## src/rtl/move_committer.sv

```systemverilog
// Game-side move committer: owns the committed board, ko board, turn and pass
// count. It pre-screens one move request at a time, runs the board updater on
// legal placements and then commits the result or rejects the move.
module move_committer #(
  parameter int unsigned TIMEOUT_CYCLES = 256
) (
  input  logic         clk_in,
  input  logic         rst_in,
  input  logic         move_valid,
  input  logic [7:0]   move_in,
  input  logic         pass_in,
  output logic         move_ready,
  output logic         upd_start,
  output logic [161:0] upd_board,
  output logic [161:0] upd_ko_board,
  output logic         upd_turn,
  output logic [7:0]   upd_move,
  input  logic [161:0] upd_next_board,
  input  logic         upd_board_valid,
  input  logic         upd_board_invalid,
  output logic [161:0] board_out,
  output logic         result_valid,
  output logic [1:0]   result_code,
  output logic         game_over,
  output logic [8:0]   move_count
);

  localparam int unsigned TW = $clog2(TIMEOUT_CYCLES);

  typedef enum logic [2:0] {
    S_IDLE, S_CHECK, S_START, S_WAIT, S_COMMIT, S_PASS, S_DONE
  } state_t;

  state_t          state, state_next;
  logic [80:0][1:0] board, ko;
  logic            turn;
  logic [7:0]      mv;
  logic            is_pass;
  logic [1:0]      pass_cnt;
  logic            over;
  logic [8:0]      count;
  logic [1:0]      code, code_next;
  logic [TW-1:0]   tcnt;

  logic [3:0]      row, col;
  logic            in_range;
  logic [6:0]      cell_idx;
  logic [1:0]      target;

  assign row          = mv[7:4];
  assign col          = mv[3:0];
  assign upd_board    = board;
  assign upd_ko_board = ko;
  assign upd_turn     = turn;
  assign upd_move     = mv;
  assign board_out    = board;
  assign result_code  = code;
  assign game_over    = over;
  assign move_count   = count;

  // Target cell lookup; the index is only meaningful when row/col are in range.
  always_comb begin
    in_range = (row <= 4'd8) && (col <= 4'd8);
    cell_idx = 7'(row) * 7'd9 + 7'(col);
    target   = '0;
    if (in_range) target = board[cell_idx];
  end

  // State register.
  always_ff @(posedge clk_in) begin
    if (!rst_in) state <= S_IDLE;
    else         state <= state_next;
  end

  // Next-state, handshake outputs and pending result code.
  always_comb begin
    state_next   = state;
    code_next    = code;
    move_ready   = (state == S_IDLE) && !over;
    upd_start    = (state == S_START);
    result_valid = (state == S_DONE);
    case (state)
      S_IDLE:   if (move_valid && !over) state_next = S_CHECK;
      S_CHECK: begin
        if (is_pass) begin
          state_next = S_PASS;
        end else if (!in_range || target != 2'b00) begin
          state_next = S_DONE;
          code_next  = 2'b10;
        end else begin
          state_next = S_START;
        end
      end
      S_START:  state_next = S_WAIT;
      S_WAIT: begin
        // A simultaneous valid+invalid verdict resolves to invalid.
        if (upd_board_invalid) begin
          state_next = S_DONE;
          code_next  = 2'b01;
        end else if (upd_board_valid) begin
          state_next = S_COMMIT;
        end else if (tcnt == TW'(TIMEOUT_CYCLES - 1)) begin
          state_next = S_DONE;
          code_next  = 2'b11;
        end
      end
      S_COMMIT: begin
        state_next = S_DONE;
        code_next  = 2'b00;
      end
      S_PASS: begin
        state_next = S_DONE;
        code_next  = 2'b00;
      end
      S_DONE:   state_next = S_IDLE;
      default:  state_next = S_IDLE;
    endcase
  end

  // Game state: request latch, timeout counter, commit and pass bookkeeping.
  always_ff @(posedge clk_in) begin
    if (!rst_in) begin
      board    <= '0;
      ko       <= '0;
      turn     <= 1'b0;
      mv       <= '0;
      is_pass  <= 1'b0;
      pass_cnt <= '0;
      over     <= 1'b0;
      count    <= '0;
      code     <= '0;
      tcnt     <= '0;
    end else begin
      code <= code_next;
      case (state)
        S_IDLE: begin
          if (move_valid && move_ready) begin
            mv      <= move_in;
            is_pass <= pass_in;
          end
        end
        S_START: tcnt <= '0;
        S_WAIT:  tcnt <= tcnt + 1'b1;
        S_COMMIT: begin
          ko       <= board;
          board    <= upd_next_board;
          turn     <= ~turn;
          pass_cnt <= '0;
          if (count != 9'd511) count <= count + 9'd1;
        end
        S_PASS: begin
          ko       <= '0;
          turn     <= ~turn;
          pass_cnt <= pass_cnt + 2'd1;
          if (pass_cnt == 2'd1) over <= 1'b1;
          if (count != 9'd511) count <= count + 9'd1;
        end
        default: ;
      endcase
    end
  end

endmodule

```

## config.mk

```make
export PLATFORM = sky130hd
export DESIGN_NAME = move_committer
export DESIGN_NICKNAME = d
export VERILOG_FILES = /design/src/rtl/move_committer.sv
export SDC_FILE = /design/constraint.sdc
export NUM_CORES = 1
export LEC_CHECK = 0
export ABC_CLOCK_PERIOD_IN_PS = 5400
export CAP_MARGIN = 30
export CORE_AREA = 2 2 270 272
export CTS_CLUSTER_DIAMETER = 60
export DETAILED_ROUTE_END_ITERATION = 7
export DIE_AREA = 0 0 272 274
export DONT_BUFFER_PORTS = 1
export MAX_ROUTING_LAYER = met4
export PLACE_DENSITY_LB_ADDON = 0.25
export SLEW_MARGIN = 25
export SYNTH_ARGS = -nofsm -noshare
export SYNTH_HDL_FRONTEND = slang
export SYNTH_SLANG_ARGS = --single-unit
```

## constraint.sdc

```tcl
create_clock -name clk_in -period 5.4 [get_ports clk_in]
set_input_delay 0.54 -clock clk_in [delete_from_list [all_inputs] [get_ports clk_in]]
set_output_delay 0.54 -clock clk_in [all_outputs]
set_load 0.005 [all_outputs]
```

==> results.toml, run 1 <==
[layout]
fill_cells = 7827
layout_commonest_cell = "dfxtp_1"
multi_input_area_um2 = 7480
layout_common_cells = "359 x dfxtp_1, 347 x nand2_1, 183 x a21oi_1"
nNetsFinal = 1924
syn2layout_area_growth_pct = 7.82
finalInstanceArea_um2 = 17700
fin_util = 0.246
seq_area_um2 = 7190
layout-drive-gt1-share = 0.0639
finalNonFillerCells = 2735

[power_and_ir_drop]
power_frac_comb = 0.202
power.internal_mw = 5.35
vdd_drop_max_mv = 0.207
seqPwrFrac = 0.400
powerDensity_nw_per_um2 = 472
p_switching_mw = 3.02
p_clk_frac = 0.398
swShare = 0.361
p_leak_nw = 6.36
total_power_mw = 8.37

[floorplanning]
ioPinCount = 686
start_util = 0.228
die_w_um = 272
core.rowCount = 99
dieArea_um2 = 74500
core_area_um2 = 72000
dieHeight_um = 274

[placed_design]
dp_hpwl_mm = 46.3
numPortBuffers = 0
place_inst = 2640
post_dp_cell_area_um2 = 16000
dp_slack_ps = 1560
gp_congestion = 0.814

[yosys]
ys_seq_area_frac = 0.437
ys_warn_count = 0
synth_cell_types = 57
synth_edf_count = 0
ys_seq_elements = 359
synth_cells = 1980
syn_avg_cell_area_um2 = 8.30
syn_area_um2 = 16400
async_flop_share = 0
synth_nets = 2172
ys.flop_type = "dfxtp_1"

[global_routing]
grt_usage = 0.174
grt-ovfl-total = 0
grt_max_degree = 359
grt_pass1_vias = 12900
grt_first_pass_wirelength_mm = 93.6
antenna_found_initial = 6

[worst_setup_path]
worst_setup_path_start_kind = "flip-flop"
arrival_ps = 4370
cp.required_ps = 5860
path_max_fanout = 32
criticalPathCategory = "flip-flop to flip-flop"
endpoint_kind = "flip-flop"

[timing]
maxSlewHeadroom = 0.342
fin_crit_sh = 0.724
finalSetupTns_ps = 0
hold_viol_final = 0
worst_slew_pin_slew_ps = 986
setup_ws_ps = 1490
skew_ps = 11.0
rsz0062_at_grt = "no"
finalMaxSlewViolations = 0
whs_ps = 101
fmax_ghz = 0.256
min_period_ps = 3910
setup_violations = 0

[cts]
clkTransAtPathRegs_ps = 60
cts_hold_buf = 0
root_buffer = "clkbuf_16"
htreeDepth = 2
clockBufferDepth = 3
cts.sinks = 359
cts_tree = "built"
cts.repair.resized = 0
numCtsBuffers = 48
post_cts_buffers = 0
clock_latency_ps = 570

[outcome]
status = "complete, no violations"

[routing]
wirelength_mm = 66.0
wl_per_cell_um = 24.1
ant_nets = 0
drt_iter0_drc = 714
drcViolationCount = 0
dr_total_vias = 13100
viasPerCell = 4.80
drt_first_pass_iters = 7

[run]
cap_violations = 0

[hold_path]
hp-class = "input pin to flip-flop"
==> final cells by class <==
type | count | share of cell area
inverters | 6 | 0.00155
multi-input cells | 1304 | 0.423
clock buffers | 61 | 0.0757
repair buffers | 13 | 0.00805
flip-flops and latches | 359 | 0.406
clock inverters | 26 | 0.0177
well taps | 959 | 0.0677
diodes | 7 | 0.000989
==> synthesized netlist by cell type, types with 3 or more instances <==
cell | number | area share
nor2_1 | 51 | 0.012
nand2_1 | 348 | 0.080
o21a_1 | 3 | 0.0014
mux4_2 | 3 | 0.0041
o31ai_1 | 3 | 0.0014
inv_1 | 6 | 0.0014
xnor2_1 | 8 | 0.0043
and2_1 | 8 | 0.0030
dfxtp_1 | 359 | 0.44
a21o_1 | 3 | 0.0014
nor3b_1 | 3 | 0.0014
clkbuf_1 | 133 | 0.030
a22oi_1 | 3 | 0.0014
o21ai_0 | 13 | 0.0040
nand2b_1 | 4 | 0.0015
a21boi_0 | 175 | 0.080
nor4b_1 | 8 | 0.0043
a21oi_1 | 183 | 0.056
buf_2 | 10 | 0.0030
nor3_1 | 41 | 0.012
and3_1 | 168 | 0.064
nor4_1 | 7 | 0.0027
a211oi_1 | 13 | 0.0059
nand3_1 | 17 | 0.0052
buf_4 | 164 | 0.075
nand4_1 | 3 | 0.0011
xor2_1 | 5 | 0.0027
ha_1 | 15 | 0.011
a2111oi_0 | 10 | 0.0053
nor2b_1 | 173 | 0.066
a31oi_1 | 8 | 0.0030
==> kinds of logic (layout without fill, tap and decap cells) <==
logic type	count (synthesis)	in the layout	share of synthesized area
simple gates	840	840	0.258
compound gates	429	429	0.168
flops	359	359	0.437
buf+inv	317	106	0.111
fa+ha+maj	16	16	0.0126
xor+xnor	13	13	0.00693
mux	6	6	0.00624
other cells	0	7	0
==> state kept, by name, indices dropped and copies added (netlist names) <==
name / flops
board_out: 162
upd_ko_board: 162
move_count: 9
tcnt: 8
upd_move: 8
state: 3
pass_cnt: 2
result_code: 2
game_over: 1
is_pass: 1
upd_turn: 1
==> final timing paths <==
kind	start	end	slack, ps	depth (start not counted)
setup / recovery	upd_move[5]$_SDFFE_PN0P_	result_code[0]$_SDFFE_PN0P_	1490	10
hold / removal	upd_next_board[136]	board_out[136]$_SDFFE_PN0P_	100	2
setup reg to reg	upd_move[5]$_SDFFE_PN0P_	result_code[0]$_SDFFE_PN0P_	1490	10
hold reg to reg	tcnt[1]$_SDFFE_PN0P_	tcnt[1]$_SDFFE_PN0P_	510	2
==> power by group through the flow <==
stage / Clock, mW / Sequential [mW] / Combinational (mW)
after CTS: 3.44 / 3.37 / 1.73
after global placement: 0 / 3.44 / 1.69
after global routing: 3.54 / 3.40 / 1.89
after floorplan: 0 / 3.10 / 1.41
final: 3.33 / 3.35 / 1.69
after detailed placement: 0 / 3.43 / 1.73
==> layer usage <==
metal / track usage / share of wire / vias up
met2: 0.287 / 0.48 / 557
met1: 0.198 / 0.41 / 6388
met3: 0.0602 / 0.085 / 110
met5: - / 0 / -
met4: 0.0513 / 0.028 / 0
li1: - / - / 6064
==> worst max-delay path, cell delays in order (launching register included) <==
cell     delay, ps
dfxtp_1        610
ha_1           350
ha_4           180
fa_2          1000
nor4b_1        120
o41ai_1        420
a21oi_1        110
o31ai_1        430
nand3_1        130
a21o_1         240
o21ba_1        180
Power figures use the tool's default switching activity.
==> run 2: changes to the inputs <==
Settings changed: ABC_CLOCK_PERIOD_IN_PS 5400 to 3300.
Clock period 5.4 ns to 3.3 ns, I/O delays scaled along.
==> run 2 against run 1 <==
Against the previous run:
- routed wire length up 6.8%
- critical path depth up 1
- clock power up 54%
- count of clock-buffer cells in the layout up 3
- sequential share of layout area down 5.0 points
- critical endpoint unchanged
- largest cell class unchanged
==> results.toml, run 2 (synthesis gave the netlist of run 1 again) <==
[worst_setup_path]
reg2reg_from = "upd_move[1]$_SDFFE_PN0P_"
cp.required_ps = 3770
endpoint_kind = "flip-flop"
criticalPathCategory = "flip-flop to flip-flop"
arrival_ps = 3600
path_max_fanout = 18
crit_start = "upd_move[1]$_SDFFE_PN0P_"
worst_setup_path_start_kind = "flip-flop"

[timing]
finalSetupTns_ps = 0
hold_viol_final = 0
finalMaxSlewViolations = 0
skew_ps = 22.9
worst_slew_pin_slew_ps = 965
fin_crit_sh = 0.947
whs_ps = 16.8
min_period_ps = 3130
maxSlewHeadroom = 0.357
setup_ws_ps = 174
fmax_ghz = 0.320
rsz0062_at_grt = "no"
setup_violations = 0

[layout]
layout-drive-gt1-share = 0.0659
layout_commonest_cell = "dfxtp_1"
fin_util = 0.281
syn2layout_area_growth_pct = 23.0
layout_common_cells = "359 x dfxtp_1, 347 x nand2_1, 227 x dlygate4sd3_1"
finalNonFillerCells = 2987
fill_cells = 7716
nNetsFinal = 2176

[power_and_ir_drop]
seqPwrFrac = 0.393
power_frac_comb = 0.238
power.internal_mw = 8.88
swShare = 0.362
p_clk_frac = 0.369
p_leak_nw = 7.56
p_switching_mw = 5.03
powerDensity_nw_per_um2 = 689
vdd_drop_max_mv = 0.385

[routing]
wirelength_mm = 70.5
dr_total_vias = 14100
drcViolationCount = 0
drt_first_pass_iters = 5
viasPerCell = 4.71
ant_nets = 0
wl_per_cell_um = 23.6
drt_iter0_drc = 699

[floorplanning]
dieArea_um2 = 74500
dieHeight_um = 274
ioPinCount = 686
core.rowCount = 99
core_area_um2 = 72000
die_w_um = 272
start_util = 0.228

[global_routing]
grt_usage = 0.187
grt_max_degree = 262
grt_pass1_vias = 14100
antenna_found_initial = 13
grt-ovfl-total = 0
grt_first_pass_wirelength_mm = 101

[placed_design]
gp_congestion = 0.799
place_inst = 2663
numPortBuffers = 0
dp_slack_ps = 78.4
dp_hpwl_mm = 49.5

[cts]
root_buffer = "clkbuf_16"
clkTransAtPathRegs_ps = 60
clockBufferDepth = 3
cts.sinks = 359
cts_tree = "built"
numCtsBuffers = 48
htreeDepth = 2
clock_latency_ps = 590

[outcome]
status = "complete, no violations"

[run]
cap_violations = 0

[hold_path]
hp-class = "input pin to flip-flop"
hold_start = "move_in[3]"
[run 2: cell count changes in the layout (fill, tap and decap cells not counted), moves of 2 or more]
cell / change
a2111oi_1: +3
inv_6: -3
buf_12: +9
bufinv_16: -3
dlygate4sd3_1: +227
buf_4: +16
clkbuf_1: +4
diode_2: +2
a2111oi_0: -3
[run 2: metrics by stage]
| stage | instance area (um^2) | power, mW |
|---|---|---|
| after floorplan | 16400 | 7.38 |
| after global placement | 16300 | 8.52 |
| after detailed placement | 16300 | 8.57 |
| after CTS | 20100 | 14.1 |
| after global routing | 20200 | 14.7 |
| final | 20200 | 13.9 |
[run 2: final cells by class]
class / instances / area, um^2 / share of cell area
repair buffers: 265 / 2720 / 0.134
clock inverters: 21 / 206 / 0.0102
clock buffers: 64 / 1340 / 0.0664
multi-input cells: 1304 / 7500 / 0.371
diodes: 9 / 22.5 / 0.00111
flip-flops and latches: 359 / 7190 / 0.356
well taps: 959 / 1200 / 0.0594
inverters: 6 / 27.5 / 0.00136
[run 2: per-layer routing]
metal  track usage  routed length [um]  vias to the layer above
li1              -                   -                     6566
met1         0.223               29700                     6821
met2         0.309               33800                      586
met3        0.0504                5250                      106
met4        0.0503                1820                        0
met5             -                   0                        -
[run 2: worst paths after layout]
kind | depth (start not counted) | to | slack (ps)
worst min-delay path | 2 | upd_move[3]$_SDFFE_PN0P_ | 20
worst max register to register | 11 | result_code[0]$_SDFFE_PN0P_ | 170
worst min register to register | 2 | tcnt[1]$_SDFFE_PN0P_ | 500
worst max-delay path | 11 | result_code[0]$_SDFFE_PN0P_ | 170
[run 2: worst max-delay path: stages (launching register included)]
cell,delay (ps)
dfxtp_1,320
ha_1,330
ha_4,180
fa_2,500
buf_12,170
nor4b_1,140
o41ai_1,410
a21oi_1,120
o31ai_1,300
nand3_1,120
a21o_1,230
o21ba_1,180
[run 2: repair_timing]
| item | CTS | global route |
|---|---|---|
| setup endpoints to repair | 0 | 3 |
| hold buffers | 229 | 0 |
| resized for setup | 0 | 5 |
| buffers inserted | 0 | 1 |
| endpoints found under the hold margin | 355 | 0 |
[run 2: power by group through the flow]
stage,Sequential (mW),Clock [mW],Combinational [mW]
detailed placement,5.60,0,2.97
finish,5.47,5.14,3.30
global placement,5.62,0,2.90
global route,5.55,5.44,3.66
floorplan,5.07,0,2.30
CTS,5.51,5.29,3.33
==> run 3: changes to the inputs <==
Settings changed: MAX_ROUTING_LAYER met4 to default.
==> run 3 against run 2 <==
Against the previous run:
- flip-flop and latch count stayed put
- maximum frequency down 0.31%
- register-to-register slack hardly changed
- global-route usage down 0.54 points
- sequential share of layout area about the same
- hold slack better by 15 ps
- count of clock-buffer cells in the layout is the same
- clock power about the same
- utilization barely moved
- largest power group unchanged
- highest routed layer is now met5
==> results.toml, run 3 (synthesis gave the netlist of run 1 again) <==
[global_routing]
grt_max_degree = 262
grt_pass1_vias = 14100
grt_usage = 0.181
antenna_found_initial = 11
grt-ovfl-total = 0
grt_first_pass_wirelength_mm = 101

[timing]
hold_viol_final = 0
rsz0062_at_grt = "no"
fmax_ghz = 0.319
finalMaxSlewViolations = 0
worst_slew_pin_slew_ps = 959
skew_ps = 29.2
setup_violations = 0
finalSetupTns_ps = 0
fin_crit_sh = 0.950
min_period_ps = 3140
maxSlewHeadroom = 0.361

[worst_setup_path]
worst_setup_path_start_kind = "flip-flop"
crit_start = "upd_move[1]$_SDFFE_PN0P_"
critPathMaxStageDelay_ps = 510
criticalPathCategory = "flip-flop to flip-flop"
cp.required_ps = 3780
arrival_ps = 3610
reg2reg_from = "upd_move[1]$_SDFFE_PN0P_"
r2r_cells = 11
rr_endpoint = "result_code[0]$_SDFFE_PN0P_"
rrSetupSlack_ps = 160
endpoint_kind = "flip-flop"
endpoint = "result_code[0]$_SDFFE_PN0P_"
cp_cell_sequence = "ha_1, ha_4, fa_2, buf_12, nor4b_1, o41ai_1, a21oi_1, o31ai_1, nand3_1, a21o_1, o21ba_1"
slowest_stage = "fa_2"
path_max_fanout = 18

[routing]
wl_per_cell_um = 23.7
ant_nets = 0
drt_first_pass_iters = 5
dr_total_vias = 14100
viasPerCell = 4.73
drt_iter0_drc = 686
wirelength_mm = 70.7
drcViolationCount = 0

[cts]
numCtsBuffers = 48
root_buffer = "clkbuf_16"
clkTransAtPathRegs_ps = 60
clock_latency_ps = 590
clockBufferDepth = 3
cts.sinks = 359
htreeDepth = 2
cts_tree = "built"

[placed_design]
gp_congestion = 0.788
post_dp_cell_area_um2 = 16300
numPortBuffers = 0
dp_hpwl_mm = 49.5

[floorplanning]
dieHeight_um = 274
ioPinCount = 686
core_area_um2 = 72000
start_util = 0.228
dieArea_um2 = 74500
core.rowCount = 99
die_w_um = 272

[power_and_ir_drop]
swShare = 0.362
vdd_drop_max_mv = 0.383
power.internal_mw = 8.88
powerDensity_nw_per_um2 = 690
p_leak_nw = 7.56
seqPwrFrac = 0.393
p_switching_mw = 5.05
power_frac_comb = 0.238
p_clk_frac = 0.369

[layout]
layout_common_cells = "359 x dfxtp_1, 347 x nand2_1, 227 x dlygate4sd3_1"
layout_commonest_cell = "dfxtp_1"
syn2layout_area_growth_pct = 22.9
nNetsFinal = 2176
layout-drive-gt1-share = 0.0659
finalInstanceArea_um2 = 20200

[hold_path]
hp-class = "input pin to flip-flop"

[outcome]
status = "complete, no violations"

[run]
cap_violations = 0
## run 3: through the flow
step                hold slack [ps]  setup slack (ps)  cells   util  power (mW)
floorplan                       454               382   1980      -        7.38
global placement                468               148   2663  0.226        8.52
detailed placement              485              78.4   2663  0.226        8.57
CTS                            1.15              57.8   2977  0.280        14.1
global route                   39.2              3.13   2980  0.280        14.7
finish                         31.4               164   2982  0.281        13.9
## run 3: worst max-delay path: cells and delay by family (launching register included)
| kind | cells | cell delay [ps] |
|---|---|---|
| flops | 1 | 320 |
| compound gates | 5 | 1250 |
| fa+ha+maj | 3 | 1020 |
| simple gates | 2 | 260 |
| buf+inv | 1 | 170 |
## run 3: routing by layer
metal	global-route usage	share of wire	vias up
met4	0.0506	0.027	4
met5	0	0.00038	-
met3	0.0529	0.076	113
met1	0.222	0.42	6833
li1	-	-	6551
met2	0.310	0.48	596
## run 3: layout make-up
| type | instances | area [um^2] |
|---|---|---|
| fillers | 7718 | 51800 |
| multi-input cells | 1304 | 7500 |
| flip-flops and latches | 359 | 7190 |
| repair buffers | 265 | 2720 |
| clock buffers | 64 | 1340 |
| well taps | 959 | 1200 |
| clock inverters | 21 | 206 |
| inverters | 6 | 27.5 |
| diodes | 4 | 10.0 |
## run 3: timing repair
item | CTS | global route
setup buffers | 0 | 1
setup endpoints to repair | 0 | 3
gates resized for setup | 0 | 5
hold endpoints to repair | 355 | 0
hold buffers | 229 | 0
## run 3: worst min-delay path by stage
stage          slack (ps)            startpoint  cells after the start                           to
2_1_floorplan         450  tcnt[1]$_SDFFE_PN0P_                      2         tcnt[1]$_SDFFE_PN0P_
6_report               30            move_in[6]                      2     upd_move[6]$_SDFFE_PN0P_
3_3_place_gp          470  tcnt[1]$_SDFFE_PN0P_                      2         tcnt[1]$_SDFFE_PN0P_
3_5_place_dp          480   upd_next_board[108]                      2  board_out[108]$_SDFFE_PN0P_
5_1_grt                40            move_in[3]                      2     upd_move[3]$_SDFFE_PN0P_
4_1_cts                 1            move_in[3]                      2     upd_move[3]$_SDFFE_PN0P_
## run 3: power groups by stage
stage	sequential (mW)	clock, mW	combinational, mW
final	5.47	5.14	3.31
after global routing	5.55	5.44	3.66
after CTS	5.51	5.29	3.33
after detailed placement	5.60	0	2.97
after global placement	5.62	0	2.90
after floorplan	5.07	0	2.30
